## src/rtl/instr_decode_stage.sv

```systemverilog
// rtl/instr_decode_stage.sv - instruction decode stage with one-entry skid buffer
// Decodes 16-bit instructions into a registered field/control bundle; valid/ready in and out.
module instr_decode_stage #(
   parameter int PC_W    = 16,
   parameter int INSTR_W = 16
) (
   input  logic               clk,
   input  logic               rst_n,
   input  logic               flush,
   input  logic               in_valid,
   output logic               in_ready,
   input  logic [INSTR_W-1:0] in_instr,
   input  logic [PC_W-1:0]    in_pc,
   output logic               out_valid,
   input  logic               out_ready,
   output logic [PC_W-1:0]    out_pc,
   output logic [3:0]         d_opcode,
   output logic [2:0]         d_rd,
   output logic [2:0]         d_rs1,
   output logic [2:0]         d_rs2,
   output logic [2:0]         d_funct,
   output logic [4:0]         d_imm5,
   output logic               d_is_imm,
   output logic               d_reg_we,
   output logic               d_mem_rd,
   output logic               d_mem_wr,
   output logic               d_branch,
   output logic               d_illegal
);

   typedef struct packed {
      logic [3:0] opcode;
      logic [2:0] rd;
      logic [2:0] rs1;
      logic [2:0] rs2;
      logic [2:0] funct;
      logic [4:0] imm5;
      logic       is_imm;
      logic       reg_we;
      logic       mem_rd;
      logic       mem_wr;
      logic       branch;
      logic       illegal;
   } dec_t;

   function automatic dec_t decode(input logic [INSTR_W-1:0] instr);
      dec_t d;
      d        = '0;
      d.opcode = instr[15:12];
      d.rd     = instr[11:9];
      d.rs1    = instr[8:6];
      if (instr[15:12] == 4'h0) begin
         d.rs2   = instr[5:3];
         d.funct = instr[2:0];
      end else begin
         d.imm5  = instr[4:0];
      end
      case (instr[15:12])
         4'h0:             d.reg_we = 1'b1;
         4'h1, 4'h2, 4'h3: begin d.is_imm = 1'b1; d.reg_we = 1'b1; end
         4'h4:             begin d.is_imm = 1'b1; d.reg_we = 1'b1; d.mem_rd = 1'b1; end
         4'h5:             begin d.is_imm = 1'b1; d.mem_wr = 1'b1; end
         4'h6, 4'h7:       begin d.is_imm = 1'b1; d.branch = 1'b1; end
         4'hF:             d.illegal = 1'b0;
         default:          d.illegal = 1'b1;
      endcase
      return d;
   endfunction

   logic               skid_valid;
   logic [INSTR_W-1:0] skid_instr;
   logic [PC_W-1:0]    skid_pc;
   dec_t               dec_q;
   dec_t               dec_src;
   logic [PC_W-1:0]    src_pc;
   logic               accept;
   logic               out_load;

   // in_ready is a flop that mirrors skid emptiness, so out_ready never reaches it combinationally
   always_comb begin
      accept   = in_valid & in_ready;
      out_load = ~out_valid | out_ready;
      dec_src  = decode(skid_valid ? skid_instr : in_instr);
      src_pc   = skid_valid ? skid_pc : in_pc;
   end

   always_ff @(posedge clk) begin
      if (!rst_n) begin
         out_valid  <= 1'b0;
         dec_q      <= '0;
         out_pc     <= '0;
         skid_valid <= 1'b0;
         skid_instr <= '0;
         skid_pc    <= '0;
         in_ready   <= 1'b1;
      end else if (flush) begin
         out_valid  <= 1'b0;
         skid_valid <= 1'b0;
         in_ready   <= 1'b1;
      end else if (out_load) begin
         // skid entry, when present, always drains before any new input
         if (skid_valid || accept) begin
            out_valid <= 1'b1;
            dec_q     <= dec_src;
            out_pc    <= src_pc;
         end else begin
            out_valid <= 1'b0;
         end
         skid_valid <= 1'b0;
         in_ready   <= 1'b1;
      end else if (accept) begin
         skid_valid <= 1'b1;
         skid_instr <= in_instr;
         skid_pc    <= in_pc;
         in_ready   <= 1'b0;
      end
   end

   assign d_opcode  = dec_q.opcode;
   assign d_rd      = dec_q.rd;
   assign d_rs1     = dec_q.rs1;
   assign d_rs2     = dec_q.rs2;
   assign d_funct   = dec_q.funct;
   assign d_imm5    = dec_q.imm5;
   assign d_is_imm  = dec_q.is_imm;
   assign d_reg_we  = dec_q.reg_we;
   assign d_mem_rd  = dec_q.mem_rd;
   assign d_mem_wr  = dec_q.mem_wr;
   assign d_branch  = dec_q.branch;
   assign d_illegal = dec_q.illegal;

endmodule

```

## config.mk

```make
export PLATFORM = sky130hd
export DESIGN_NAME = instr_decode_stage
export DESIGN_NICKNAME = d
export VERILOG_FILES = /design/src/rtl/instr_decode_stage.sv
export SDC_FILE = /design/constraint.sdc
export NUM_CORES = 1
export LEC_CHECK = 0
export CORE_ASPECT_RATIO = 1.1
export CORE_MARGIN = 3
export CORE_UTILIZATION = 50
export DETAILED_ROUTE_END_ITERATION = 10
export HOLD_SLACK_MARGIN = 0.12
export PLACE_DENSITY = 0.9
export SYNTH_ARGS = -nofsm -noshare
export SYNTH_HDL_FRONTEND = slang
export SYNTH_SLANG_ARGS = --single-unit
```

## constraint.sdc

```tcl
create_clock -name clk -period 1.6 [get_ports clk]
set_input_delay 0.32 -clock clk [delete_from_list [all_inputs] [get_ports clk]]
set_output_delay 0.32 -clock clk [all_outputs]
set_load 0.01 [all_outputs]
```

==> metrics.cfg <==
[status]
status = complete, no violations

[final_layout]
syn2layout_area_growth_pct = 33.50
fin_nets = 497
drive_gt1_share_pct = 18.28
n_antenna_cell = 0
n_fill_cell = 522
finalNonFillerCells = 550

[placed_design]
dp_cells = 534
dpl.hpwl_um = 6946
io_buffers = 81
gp_congestion = 0.9041

[floorplan]
placement_rows = 32
coreArea_um2 = 7087
pin_count = 82
die_x_um = 87.74
start_util_pct = 51.85
dieArea_um2 = 8416
fp.dieH_um = 95.92

[sta]
rsz0062_at_grt = false
fmax_mhz = 636.8
fin_skew_ns = 0.01158
fin_crit_sh_pct = 98.15
worst_slew_pin_slew_ns = 0.4672
hold_viol = 0
holdWs_ns = 0.4784
setup_viol = 0
min_period_ns = 1.570
setup_tns_ns = 0
slew_viol_final = 0
maxSlewHeadroom_pct = 68.79

[cts]
cts-root-buf = clkbuf_8
cts-buffers-inserted = 9
clock_sinks = 78
cts_tree = built
htree_levels = 3
clk_path_buf_depth = 2
clkSlewWorstSetupHoldPaths_ns = 0.09
clk_latency_ns = 0.36
cts_post_setup_buffers_inserted = 0
cts_hold_buf = 0

[logic_synthesis]
synth_top_area_share_pct = 42.49
yosysSeqAreaShare_pct = 42.49
synthCells = 379
syn_nets = 416
async_flop_share_pct = 0
synthTopCellsByArea = dfxtp_1, mux2i_1, a211oi_2
ys_seq_elements = 78
synth-edff-count = 0
synthFlopType = dfxtp_1
syn_avg_cell_area_um2 = 9.696
ys_types = 44
synth_area_um2 = 3675
synth_top_area_cell = dfxtp_1
ys_warn_count = 0

[critical_path]
worst-setup-path-type = reg2out
max_stage_delay_ns = 0.57
cp.arrival_ns = 1.25
path_buf_inv = 1
cp_data_required_time_ns = 1.28
cp_top_family = buffers and inverters
cp_cell_sequence = clkdlybuf4s50_1
critPathMaxFanout = 2
endpoint_kind = primary output
cpMaxStageDelayCell = clkdlybuf4s50_1
start_kind = flip-flop

[power_and_ir_drop]
p_total_w = 0.004216
power_density_nw_per_um2 = 859.3
p_leak_nw = 1.948
ir_drop_mv = 0.5719

[routing]
via_per_inst = 6.316
vias = 3474
drcViolationCount = 0
dr.first_iter.drc_count = 294
drt_wl_total_um = 10350
drt-pass1-iter-count = 5
antenna_left = 0
wl_per_cell_um = 18.82

[min_path]
hp-class = reg2reg

[run]
maxCapViolCount = 0

[global_routing]
antenna_found_initial = 0
grt_pass1_wl_um = 16490
grt_max_degree = 28
overflow = 0
grt_pass1_vias = 3312
grt_use_total_pct = 25.02

==> metrics by stage <==
step                      util, %  setup WS, ns  area [um2]
after floorplan                 -        0.2401        3675
final                       69.23       0.02967        4906
after global routing        69.23    0.00007006        4906
after CTS                   68.45      0.002567        4851
after detailed placement    65.77       -0.2530        4661
after global placement      65.77       -0.1844        4661
==> layout by cell type (no fill, tap or decap), types with 3 or more instances in the layout <==
cell type,instances
o311ai_0,7
mux2_2,4
o311ai_1,9
a31oi_1,30
nand3_1,33
buf_12,6
dfxtp_1,76
o31ai_1,11
inv_1,3
buf_4,26
mux2i_1,26
o41ai_1,5
clkbuf_8,10
a211oi_2,18
dlygate4sd2_1,8
a211oi_1,8
a21oi_1,33
dlymetal6s2s_1,19
clkdlybuf4s50_1,53
nand2_1,6
o21ai_0,33
==> registers in the layout (all words and copies together), names as in the netlist <==
name        count
out_pc         16
skid_instr     16
skid_pc        16
d_imm5          5
d_opcode        4
d_funct         3
d_rd            3
d_rs1           3
d_rs2           3
d_branch        1
d_illegal       1
d_is_imm        1
d_mem_rd        1
d_mem_wr        1
d_reg_we        1
in_ready        1
out_valid       1
skid_valid      1
==> final timing paths <==
| kind | slack [ns] | to | depth (start not counted) | from |
|---|---|---|---|---|
| min reg2reg | 0.48 | skid_instr[1]$_SDFFE_PN0P_ | 2 | skid_instr[1]$_SDFFE_PN0P_ |
| min | 0.48 | skid_instr[1]$_SDFFE_PN0P_ | 2 | skid_instr[1]$_SDFFE_PN0P_ |
| max reg2reg | 0.12 | out_pc[10]$_SDFFE_PN0P_ | 4 | skid_valid$_SDFFE_PP0P_ |
| max | 0.03 | d_opcode[3] | 1 | d_opcode[3]$_SDFFE_PN0P_ |
==> metal layers <==
layer  vias to the layer above  share of wire, %  wire (um)  track usage [%]
li1                       1635                 -          -                -
met1                      1676                43       4433            34.36
met2                       142                49       5077            38.82
met3                        21               6.1        628            4.795
met4                         0               2.0        212            9.591
met5                         -                 0          0                0
==> cell families after synthesis <==
family          Yosys count  share of synthesized area, %
compound gates          160                         30.98
mux                      32                         9.227
flops                    78                         42.49
buf+inv                  48                         7.116
simple gates             61                         10.18
==> synthesized netlist by cell type, types with 2 or more instances <==
master / n
dfxtp_1: 78
nor3b_2: 2
a21oi_1: 33
o31ai_1: 11
buf_2: 14
nor3_1: 3
and4b_1: 2
mux2_2: 4
o311ai_0: 8
o41ai_1: 5
a31oi_1: 30
buf_6: 6
nor2b_1: 2
buf_4: 2
inv_2: 2
nand2b_1: 2
mux2i_1: 26
nor3b_1: 2
nand2_1: 6
a211oi_2: 18
a211oi_1: 8
nand3_1: 33
nor2_1: 2
o21ai_0: 33
clkbuf_1: 19
inv_1: 3
o311ai_1: 8
==> power by group <==
part,internal [W],leakage (nW),switching (W)
Sequential,0.00201,0.635,0.0000435
Combinational,0.000322,1.21,0.000337
Clock,0.000768,0.104,0.000740
Total,0.00309,1.95,0.00112
==> area by class of cell <==
| cell class | count | area, um2 | area share, % |
|---|---|---|---|
| well taps | 85 | 106.4 | 2.168 |
| inverters | 5 | 18.77 | 0.3826 |
| multi-input cells | 253 | 1857 | 37.85 |
| repair buffers | 113 | 1159 | 23.62 |
| clock inverters | 5 | 57.56 | 1.173 |
| flip-flops and latches | 78 | 1567 | 31.93 |
| clock buffers | 11 | 141.4 | 2.882 |
==> timing repair <==
item / 4_1_cts / 5_1_grt
gates resized for setup: 9 / 22
setup endpoints to repair: 8 / 26
pin swaps: 0 / 0
Note: power is estimated with default switching activity, not from simulation.
